<file path="config.mk">
export PLATFORM = sky130hd
export DESIGN_NAME = scr1_pipe_lsu_mo
export DESIGN_NICKNAME = d
export VERILOG_FILES = /design/src/rtl/scr1_pipe_lsu_mo.sv
export SDC_FILE = /design/constraint.sdc
export NUM_CORES = 1
export LEC_CHECK = 0
export BUFFER_PORTS_ARGS = -buffer_cell sky130_fd_sc_hd__buf_2
export CAP_MARGIN = 20
export CORE_MARGIN = 2
export CORE_UTILIZATION = 25
export DETAILED_ROUTE_END_ITERATION = 8
export GPL_TIMING_DRIVEN = 0
export PLACE_DENSITY_LB_ADDON = 0.3
export SLEW_MARGIN = 0
export SYNTH_ARGS = -nofsm -noshare
export SYNTH_HDL_FRONTEND = slang
export SYNTH_SLANG_ARGS = --single-unit
</file>
<file path="constraint.sdc">
create_clock -name clk -period 2.8 [get_ports clk]
set_input_delay 0.56 -clock clk [delete_from_list [all_inputs] [get_ports clk]]
set_output_delay 0.56 -clock clk [all_outputs]
set_load 0.03 [all_outputs]
</file>
<file path="src/rtl/scr1_pipe_lsu_mo.sv">
// Multi-outstanding LSU: pipelines up to OUTSTD DMEM transactions and returns
// results and exceptions to EXU strictly in issue order.
package scr1_lsu_mo_pkg;
    localparam int unsigned XLEN        = 32;
    localparam int unsigned DMEM_AWIDTH = 32;
    localparam int unsigned DMEM_DWIDTH = 32;

    typedef enum logic [3:0] {
        SCR1_LSU_CMD_NONE = 4'd0,
        SCR1_LSU_CMD_LB   = 4'd1,
        SCR1_LSU_CMD_LH   = 4'd2,
        SCR1_LSU_CMD_LW   = 4'd3,
        SCR1_LSU_CMD_LBU  = 4'd4,
        SCR1_LSU_CMD_LHU  = 4'd5,
        SCR1_LSU_CMD_SB   = 4'd6,
        SCR1_LSU_CMD_SH   = 4'd7,
        SCR1_LSU_CMD_SW   = 4'd8
    } type_scr1_lsu_cmd_sel_e;

    typedef enum logic {
        SCR1_MEM_CMD_RD = 1'b0,
        SCR1_MEM_CMD_WR = 1'b1
    } type_scr1_mem_cmd_e;

    typedef enum logic [1:0] {
        SCR1_MEM_WIDTH_BYTE  = 2'd0,
        SCR1_MEM_WIDTH_HWORD = 2'd1,
        SCR1_MEM_WIDTH_WORD  = 2'd2,
        SCR1_MEM_WIDTH_ERROR = 2'd3
    } type_scr1_mem_width_e;

    typedef enum logic [1:0] {
        SCR1_MEM_RESP_NOTRDY = 2'd0,
        SCR1_MEM_RESP_RDY_OK = 2'd1,
        SCR1_MEM_RESP_RDY_ER = 2'd2
    } type_scr1_mem_resp_e;

    typedef enum logic [3:0] {
        SCR1_EXC_CODE_INSTR_MISALIGN    = 4'd0,
        SCR1_EXC_CODE_INSTR_ACCESS_FAULT = 4'd1,
        SCR1_EXC_CODE_ILLEGAL_INSTR     = 4'd2,
        SCR1_EXC_CODE_BREAKPOINT        = 4'd3,
        SCR1_EXC_CODE_LD_ADDR_MISALIGN  = 4'd4,
        SCR1_EXC_CODE_LD_ACCESS_FAULT   = 4'd5,
        SCR1_EXC_CODE_ST_ADDR_MISALIGN  = 4'd6,
        SCR1_EXC_CODE_ST_ACCESS_FAULT   = 4'd7
    } type_scr1_exc_code_e;
endpackage

module scr1_pipe_lsu_mo
    import scr1_lsu_mo_pkg::*;
#(
    parameter int unsigned OUTSTD     = 2,
    parameter bit          LANE_SHIFT = 1'b1
) (
    input  logic                      rst_n,
    input  logic                      clk,
    input  logic                      exu2lsu_req_i,
    input  type_scr1_lsu_cmd_sel_e    exu2lsu_cmd_i,
    input  logic [XLEN-1:0]           exu2lsu_addr_i,
    input  logic [XLEN-1:0]           exu2lsu_sdata_i,
    output logic                      lsu2exu_req_ack_o,
    output logic                      lsu2exu_rdy_o,
    output logic [XLEN-1:0]           lsu2exu_ldata_o,
    output logic                      lsu2exu_exc_o,
    output type_scr1_exc_code_e       lsu2exu_exc_code_o,
    output logic                      lsu2dmem_req_o,
    output type_scr1_mem_cmd_e        lsu2dmem_cmd_o,
    output type_scr1_mem_width_e      lsu2dmem_width_o,
    output logic [DMEM_AWIDTH-1:0]    lsu2dmem_addr_o,
    output logic [DMEM_DWIDTH-1:0]    lsu2dmem_wdata_o,
    input  logic                      dmem2lsu_req_ack_i,
    input  logic [DMEM_DWIDTH-1:0]    dmem2lsu_rdata_i,
    input  type_scr1_mem_resp_e       dmem2lsu_resp_i,
    output logic                      lsu_busy_o
);
    localparam int unsigned PTR_W = (OUTSTD > 1) ? $clog2(OUTSTD) : 1;
    localparam int unsigned CNT_W = $clog2(OUTSTD + 1);

    type_scr1_lsu_cmd_sel_e fifo_cmd_q [OUTSTD];
    logic [1:0]             fifo_off_q [OUTSTD];
    logic [PTR_W-1:0]       wptr_q, rptr_q;
    logic [CNT_W-1:0]       cnt_q, cnt_d;
    logic                   busy_q;

    logic                   is_store_s, misalign_s, full_s, empty_s;
    logic                   push_s, pop_s, mis_accept_s;
    type_scr1_mem_width_e   width_s;
    type_scr1_lsu_cmd_sel_e head_cmd_s;
    logic [1:0]             head_off_s;
    logic                   head_store_s;
    logic [XLEN-1:0]        shifted_s;

    function automatic logic [PTR_W-1:0] ptr_inc(input logic [PTR_W-1:0] p);
        if (p == PTR_W'(OUTSTD - 1)) begin
            return {PTR_W{1'b0}};
        end else begin
            return p + PTR_W'(1);
        end
    endfunction

    // Decode request command into access width and direction
    always_comb begin
        is_store_s = 1'b0;
        width_s    = SCR1_MEM_WIDTH_BYTE;
        case (exu2lsu_cmd_i)
            SCR1_LSU_CMD_LB, SCR1_LSU_CMD_LBU: width_s = SCR1_MEM_WIDTH_BYTE;
            SCR1_LSU_CMD_LH, SCR1_LSU_CMD_LHU: width_s = SCR1_MEM_WIDTH_HWORD;
            SCR1_LSU_CMD_LW:                   width_s = SCR1_MEM_WIDTH_WORD;
            SCR1_LSU_CMD_SB: begin is_store_s = 1'b1; width_s = SCR1_MEM_WIDTH_BYTE;  end
            SCR1_LSU_CMD_SH: begin is_store_s = 1'b1; width_s = SCR1_MEM_WIDTH_HWORD; end
            SCR1_LSU_CMD_SW: begin is_store_s = 1'b1; width_s = SCR1_MEM_WIDTH_WORD;  end
            default:         begin is_store_s = 1'b0; width_s = SCR1_MEM_WIDTH_BYTE;  end
        endcase
    end

    assign misalign_s = ((width_s == SCR1_MEM_WIDTH_HWORD) & exu2lsu_addr_i[0])
                      | ((width_s == SCR1_MEM_WIDTH_WORD) & (exu2lsu_addr_i[1:0] != 2'b00));
    assign full_s     = (cnt_q == CNT_W'(OUTSTD));
    assign empty_s    = (cnt_q == {CNT_W{1'b0}});

    // Misaligned requests wait for an empty FIFO so their exception stays in order
    assign lsu2dmem_req_o    = exu2lsu_req_i & ~misalign_s & ~full_s;
    assign push_s            = lsu2dmem_req_o & dmem2lsu_req_ack_i;
    assign mis_accept_s      = exu2lsu_req_i & misalign_s & empty_s;
    assign lsu2exu_req_ack_o = push_s | mis_accept_s;
    assign pop_s             = ((dmem2lsu_resp_i == SCR1_MEM_RESP_RDY_OK)
                              | (dmem2lsu_resp_i == SCR1_MEM_RESP_RDY_ER)) & ~empty_s;

    assign lsu2dmem_cmd_o   = is_store_s ? SCR1_MEM_CMD_WR : SCR1_MEM_CMD_RD;
    assign lsu2dmem_width_o = width_s;
    assign lsu2dmem_addr_o  = exu2lsu_addr_i;
    assign lsu2dmem_wdata_o = LANE_SHIFT ? (exu2lsu_sdata_i << {exu2lsu_addr_i[1:0], 3'b000})
                                         : exu2lsu_sdata_i;

    assign head_cmd_s   = fifo_cmd_q[rptr_q];
    assign head_off_s   = fifo_off_q[rptr_q];
    assign head_store_s = (head_cmd_s == SCR1_LSU_CMD_SB) | (head_cmd_s == SCR1_LSU_CMD_SH)
                        | (head_cmd_s == SCR1_LSU_CMD_SW);
    assign shifted_s    = LANE_SHIFT ? (dmem2lsu_rdata_i >> {head_off_s, 3'b000}) : dmem2lsu_rdata_i;

    // In-order result: misalign exception or head-of-FIFO response
    always_comb begin
        lsu2exu_rdy_o      = 1'b0;
        lsu2exu_exc_o      = 1'b0;
        lsu2exu_exc_code_o = SCR1_EXC_CODE_INSTR_MISALIGN;
        lsu2exu_ldata_o    = {XLEN{1'b0}};
        if (mis_accept_s) begin
            lsu2exu_rdy_o      = 1'b1;
            lsu2exu_exc_o      = 1'b1;
            lsu2exu_exc_code_o = is_store_s ? SCR1_EXC_CODE_ST_ADDR_MISALIGN
                                            : SCR1_EXC_CODE_LD_ADDR_MISALIGN;
        end else if (pop_s) begin
            lsu2exu_rdy_o = 1'b1;
            if (dmem2lsu_resp_i == SCR1_MEM_RESP_RDY_ER) begin
                lsu2exu_exc_o      = 1'b1;
                lsu2exu_exc_code_o = head_store_s ? SCR1_EXC_CODE_ST_ACCESS_FAULT
                                                  : SCR1_EXC_CODE_LD_ACCESS_FAULT;
            end else begin
                lsu2exu_exc_o = 1'b0;
            end
            case (head_cmd_s)
                SCR1_LSU_CMD_LB:  lsu2exu_ldata_o = {{(XLEN-8){shifted_s[7]}}, shifted_s[7:0]};
                SCR1_LSU_CMD_LH:  lsu2exu_ldata_o = {{(XLEN-16){shifted_s[15]}}, shifted_s[15:0]};
                SCR1_LSU_CMD_LBU: lsu2exu_ldata_o = {{(XLEN-8){1'b0}}, shifted_s[7:0]};
                SCR1_LSU_CMD_LHU: lsu2exu_ldata_o = {{(XLEN-16){1'b0}}, shifted_s[15:0]};
                SCR1_LSU_CMD_LW:  lsu2exu_ldata_o = shifted_s;
                default:          lsu2exu_ldata_o = {XLEN{1'b0}};
            endcase
        end else begin
            lsu2exu_rdy_o = 1'b0;
        end
    end

    // Occupancy next state; a full FIFO never pushes, so push+pop keeps cnt
    always_comb begin
        cnt_d = cnt_q;
        case ({push_s, pop_s})
            2'b10:   cnt_d = cnt_q + CNT_W'(1);
            2'b01:   cnt_d = cnt_q - CNT_W'(1);
            default: cnt_d = cnt_q;
        endcase
    end

    // Tracking FIFO storage, pointers, occupancy and busy flag
    always_ff @(posedge clk or negedge rst_n) begin
        if (!rst_n) begin
            for (int i = 0; i < OUTSTD; i++) begin
                fifo_cmd_q[i] <= SCR1_LSU_CMD_NONE;
                fifo_off_q[i] <= 2'b00;
            end
            wptr_q <= {PTR_W{1'b0}};
            rptr_q <= {PTR_W{1'b0}};
            cnt_q  <= {CNT_W{1'b0}};
            busy_q <= 1'b0;
        end else begin
            if (push_s) begin
                fifo_cmd_q[wptr_q] <= exu2lsu_cmd_i;
                fifo_off_q[wptr_q] <= exu2lsu_addr_i[1:0];
                wptr_q             <= ptr_inc(wptr_q);
            end
            if (pop_s) begin
                rptr_q <= ptr_inc(rptr_q);
            end
            cnt_q  <= cnt_d;
            busy_q <= (cnt_d != {CNT_W{1'b0}});
        end
    end

    assign lsu_busy_o = busy_q;
endmodule
</file>
== Word-level counts from Yosys, hierarchy flattened ==
Index checks and enable logic that the tools add are counted.

* Bits in registers: 17
* Bits in latches: 0
* RAM bits: 0
* ROM bits: 0
* Input port bits: 106
* Output and inout bits: 108
* Word-level logic and storage cells: 94
* Memories: 0

* $add $sub $neg: 4
* Multipliers: 0
* Divide/modulo/power cells: 0
* Magnitude comparators: 3
* Eq/ne operators: 21
* Shift operators: 2
* Mux-type cells: 31
* Bitwise operators: 18
* Reductions and logical operators: 7

{| class="wikitable"
|+ Operator list
! operator !! number
|-
| $pmux W32 S5 || 1
|-
| $mux W32 || 2
|-
| $shl A32 B5 Y32 || 1
|-
| $shr A32 B5 Y32 || 1
|-
| $eq A4 B3 Y1 const B || 7
|-
| $eq A4 B2 Y1 const B || 4
|-
| $mux W4 || 4
|-
| $mux W2 || 6
|-
| $mux W1 || 9
|-
| $mux W3 || 3
|-
| $and A1 B1 Y1 || 8
|-
| $bwmux W8 || 1
|-
| $eq A2 B2 Y1 const B || 4
|-
| $eq A4 B4 Y1 const B || 2
|-
| $pmux W2 S2 || 2
|-
| $eq A2 B1 Y1 const B || 3
|-
| $reduce_or A3 Y1 || 2
|-
| $or A1 B1 Y1 || 5
|-
| $bwmux W4 || 1
|-
| $demux W4 S1 || 1
|-
| $eq A4 B1 Y1 const B || 1
|-
| $ge A2 B2 Y1 const B || 2
|-
| $not A1 Y2 || 2
|-
| $reduce_bool A2 Y1 || 2
|-
| 9 further kinds || 12
|}

== Logic depth before layout (Yosys ltp) ==
* Depth after elaboration: 13
* Depth in mapped cells: 10
* Gate-level depth less buffers: 9

== Worst setup path after synthesis ==
Ideal clock, no wire load.

* Kind: input to output
* Start point: in dmem2lsu_resp_i[0]
* End point: out lsu2exu_ldata_o[7]
* Data arrival time: 2.369 ns
* Required time: 2.240 ns
* Setup slack: -0.129 ns
* Stages: 7
* Path buffers: 1
* Cells stage by stage: inv_1 -> ha_1 -> nor2_1 -> nand2_1 -> or3_1 -> buf_2 -> a221oi_1

* Word-level cells in the longest chain between the ends: 5
* Elaborated cells on any way between the ends: 6
* Those cells by class: eq/ne (2); mux (2); bitwise (2)

{| class="wikitable"
|+ RTL lines
! what !! line !! RTL
|-
| start: declaration || 74 || <nowiki>input type_scr1_mem_resp_e dmem2lsu_resp_i,</nowiki>
|-
| $eq A2 B1 Y1 or $eq A2 B2 Y1 (tied branches) || 127, 128 ||
|-
| $or A1 B1 Y1 (*) || 128 || <nowiki>| (dmem2lsu_resp_i == SCR1_MEM_RESP_RDY_ER)) & ~empty_s;</nowiki>
|-
| $and A1 B1 Y1 (*) || 128 ||
|-
| net pop_s || 87 || <nowiki>logic push_s, pop_s, mis_accept_s;</nowiki>
|-
| $mux W32 (*) || 153 || <nowiki>end else if (pop_s) begin</nowiki>
|-
| $mux W32 (*) || 148 || <nowiki>if (mis_accept_s) begin</nowiki>
|-
| end: declaration || 64 || <nowiki>output logic [XLEN-1:0] lsu2exu_ldata_o,</nowiki>
|}

The timed path passes the listed nets; every way through them passes the cells marked *.

== Final worst setup path ==
* Start point: reg rptr_q
* End point: out lsu2exu_ldata_o[3]

* Word-level cells in the longest chain between the ends: 8
* Elaborated cells on any way between the ends: 16
* Those cells by class: eq/ne (5); shift (1); mux (9); bitwise (1)

{| class="wikitable"
|+ RTL lines
! what !! line !! RTL
|-
| start: declaration || 82 || <nowiki>logic [PTR_W-1:0] wptr_q, rptr_q;</nowiki>
|-
| start signal: assignment || 193 || <nowiki>rptr_q <= {PTR_W{1'b0}};</nowiki>
|-
| start signal: assignment || 203 || <nowiki>rptr_q <= ptr_inc(rptr_q);</nowiki>
|-
| $not A1 Y2 (not written as such) (*) || 136, 137 ||
|-
| $mux W2 (not written as such) or $mux W4 (tied branches) (3 in series) || 137, 136 ||
|-
| $shr A32 B5 Y32 (tied with other cells) || 140 || <nowiki>assign shifted_s = LANE_SHIFT ? (dmem2lsu_rdata_i >> {head_off_s, 3'b000}) : dmem2lsu_rdata_i;</nowiki>
|-
| $pmux W32 S5 (*) || 162 || <nowiki>case (head_cmd_s)</nowiki>
|-
| $mux W32 (*) || 153 ||
|-
| $mux W32 (*) || 148 ||
|}

Mark *: on every way between the ends. The rest lies on a longest branch, timed or not. The select of a mux whose other input is x is not followed.

==> impl_metrics.tcl <==
set metrics [dict create \
    max_freq_mhz 351 \
    finalCriticalPeriod_ns 2.85 \
    outcome "finished with violations" \
    p_int_mw 1.88 \
    synth_ff_type "dfrtp_1" \
    critical_path.cell_chain "buf_6, mux2i_2, and4_1, or3_1, buf_4, buf_6, a211oi_2, buf_4" \
    slew_viol_final 0 \
    violations "negative setup slack" \
    synth_largest_area_cell "dfrtp_1" \
    syn_area_um2 2720 \
    viasPerCell 4.82 \
    p_clk_frac 0.044 \
    critPathLaunchType "register" \
    hold_slack_ns 0.220 \
    reg2reg_slack_ns 0.64 \
    port_buffers 181 \
    finalCritPeriodShare 1.02 \
    crit_fanout 10 \
    grt_pass1_wl_um 15300 \
    syn_to_final_growth_pct 61.2 \
    ff2ff_path_depth 9 \
    ant_nets 0 \
    start_util 0.254 \
    setup_viol 3 \
    maxSlewHeadroom 0.629 \
    die_w_um 108 \
    power_per_cell_area_nw_per_um2 901 \
    p_seq_frac 0.134 \
    rr_startpoint "cnt_q[0]" \
    p_switching_mw 2.06 \
    cts_root_buf "clkbuf_8" \
    p_leak_nw 2.12 \
    cts_tree "built" \
    synth_seq_area_share 0.157 \
    crit_arrival_ns 2.29 \
    setup_slack_ns -0.0473 \
    grt_start_max_net_pins 18 \
    die_h_um 108 \
    antenna_found_initial 0 \
    drt_iter0_drc 157 \
    synth_edf_count 0 \
    seqCellArea_um2 428 \
    synth_area_leaders "dfrtp_1 (16%), mux2i_1 (13%), buf_4 (9.7%)" \
    design.core.area_um2 10700 \
    cp.buffers_inverters 4 \
    netlist_instances 346 \
    first_global_vias 3115 \
    required_ns 2.24 \
    io-pin-count 214 \
    maxCapViolCount 0 \
    num_vias 3326 \
    crit_path_max_incr_delay_ns 0.40 \
    dp_hpwl_um 7810 \
    ys_ff_latch 17 \
    final-hold-violation-count 0 \
    worstMarginPinSlew_ns 0.557 \
    cts_buffer_depth 2 \
    cp_top_family "buffers and inverters" \
    final_nets 659 \
    rsz0062_at_grt "true" \
    cts_buffers 3 \
    insertion_delay_ns 0.24 \
    insertedDiodeCount 0 \
    overflow 0 \
    rows 38 \
    slowest_stage "dfrtp_1" \
    critPathCaptureType "primary output" \
    utilization 0.409 \
    drc_errors 0 \
    synth_common_cells "nand2_1 (40), buf_4 (35), mux2i_1 (34)" \
    p_sw_frac 0.523 \
    ys_async_sr_fraction 1.00 \
    hold_class "input pin to asynchronous set/reset pin" \
    fin_worst_skew_ns 0.00188 \
    tns_ns -0.0738 \
    dieArea_um2 11700 \
    yosysTopAreaCellShare 0.157 \
    cts_max_level 1 \
    crit_type "register to primary output" \
    ir_drop_uv 656 \
    multi_input_area_um2 2090 \
    crit_cells 8 \
    r2r-end "lsu_busy_o" \
    wl_per_cell_um 14.4 \
    drt_pass1_iterations 4 \
    yosysUniqueCellTypes 51 \
    nFillCells 1064 \
    synth_area_per_cell_um2 7.85 \
    cts.sinks 17 \
    track_usage 0.159 \
    power_frac_comb 0.822 \
    clk_pin_slew_worst_paths_ns 0.06 \
    totalWireLength_um 9960 \
    synthMostInstantiatedCell "nand2_1" \
    yosysWarnings 0 \
    syn-num-nets 454 \
    drive_gt1_frac 0.591 \
    gp_congestion 0.814 \
]
## metal layers
layer	part of all wire	up-vias	global-route usage
li1	-	1609	-
met1	0.41	1508	0.201
met2	0.48	193	0.279
met3	0.087	16	0.0157
met4	0.026	0	0.0604
met5	0	-	0
## logic make-up after synthesis
group | Yosys count | share of synthesized area
AO/OA/AOI/OAI | 83 | 0.225
XOR/XNOR | 5 | 0.0161
adder cells (fa/ha/maj) | 2 | 0.00922
buffers and inverters | 61 | 0.147
flip-flops | 17 | 0.157
multiplexers | 51 | 0.205
other | 1 | 0.00138
AND/OR/NAND/NOR | 126 | 0.240
## placed cells by master (no fill, tap or decap), types with 3 or more instances in the layout
master and count:
mux2i_4 4, a21oi_2 12, and3_1 7, mux2_2 12
buf_2 151, a211oi_1 8, clkbuf_1 8, dfrtp_1 15
and2_1 10, a21oi_1 19, xnor2_1 3, nand2_1 40
mux2i_1 32, o2bb2ai_1 7, a21oi_4 6, or2_2 10
nor2_4 4, clkbuf_8 3, nor2_2 4, nor3b_1 3
nor2b_1 11, buf_4 62, buf_6 31, nor2_1 17
inv_1 6, a211oi_2 7, nand3_1 3, o21ai_0 10
## power groups by stage
stage	clock (mW)	combinational [mW]	sequential, mW
after floorplan	0	1.94	0.499
after global placement	0	2.51	0.524
after detailed placement	0	2.53	0.531
after CTS	0.180	3.02	0.520
after global routing	0.192	3.47	0.552
final	0.173	3.24	0.528
## layout make-up
| cell class | count | share of cell area |
|---|---|---|
| plain buffers | 55 | 0.0909 |
| flip-flops and latches | 17 | 0.0977 |
| multi-input cells | 269 | 0.478 |
| clock buffers | 4 | 0.0103 |
| well taps | 140 | 0.0400 |
| repair buffers | 199 | 0.278 |
| inverters | 6 | 0.00514 |
## registers in the layout (all words and copies together) (netlist names)
signal / cells
cnt_q: 2
rptr_q: 1
fifo_cmd_q: 8
lsu_busy_o: 1
fifo_off_q: 4
wptr_q: 1
## how the worst max path moves through the flow
stage,from,end,slack [ns]
final,rptr_q,lsu2exu_ldata_o[3],-0.05
after global routing,rptr_q,lsu2exu_ldata_o[3],-0.17
after CTS,rptr_q,lsu2exu_ldata_o[1],-0.03
after detailed placement,dmem2lsu_resp_i[0],lsu2exu_ldata_o[1],-0.19
after global placement,exu2lsu_addr_i[1],lsu2dmem_wdata_o[14],-0.20
after floorplan,dmem2lsu_resp_i[0],lsu2exu_ldata_o[19],0.007
## per-stage QoR
step	instances	worst slack, ns	cell area [µm²]	power (mW)
after floorplan	346	0.00686	2730	2.44
after global placement	667	-0.204	3810	3.03
after detailed placement	667	-0.188	3810	3.06
after CTS	689	-0.0320	4180	3.72
after global routing	690	-0.169	4380	4.22
final	690	-0.0473	4380	3.94
## repair_timing
| item | in CTS | in global routing |
|---|---|---|
| setup endpoints to repair | 48 | 41 |
| gates cloned | 2 | 0 |
| hold buffers | 0 | 0 |
| setup buffers | 16 | 1 |
| pin swaps | 1 | 1 |
| gates resized for setup | 59 | 56 |
No activity file was read; power rests on OpenSTA's default activity.
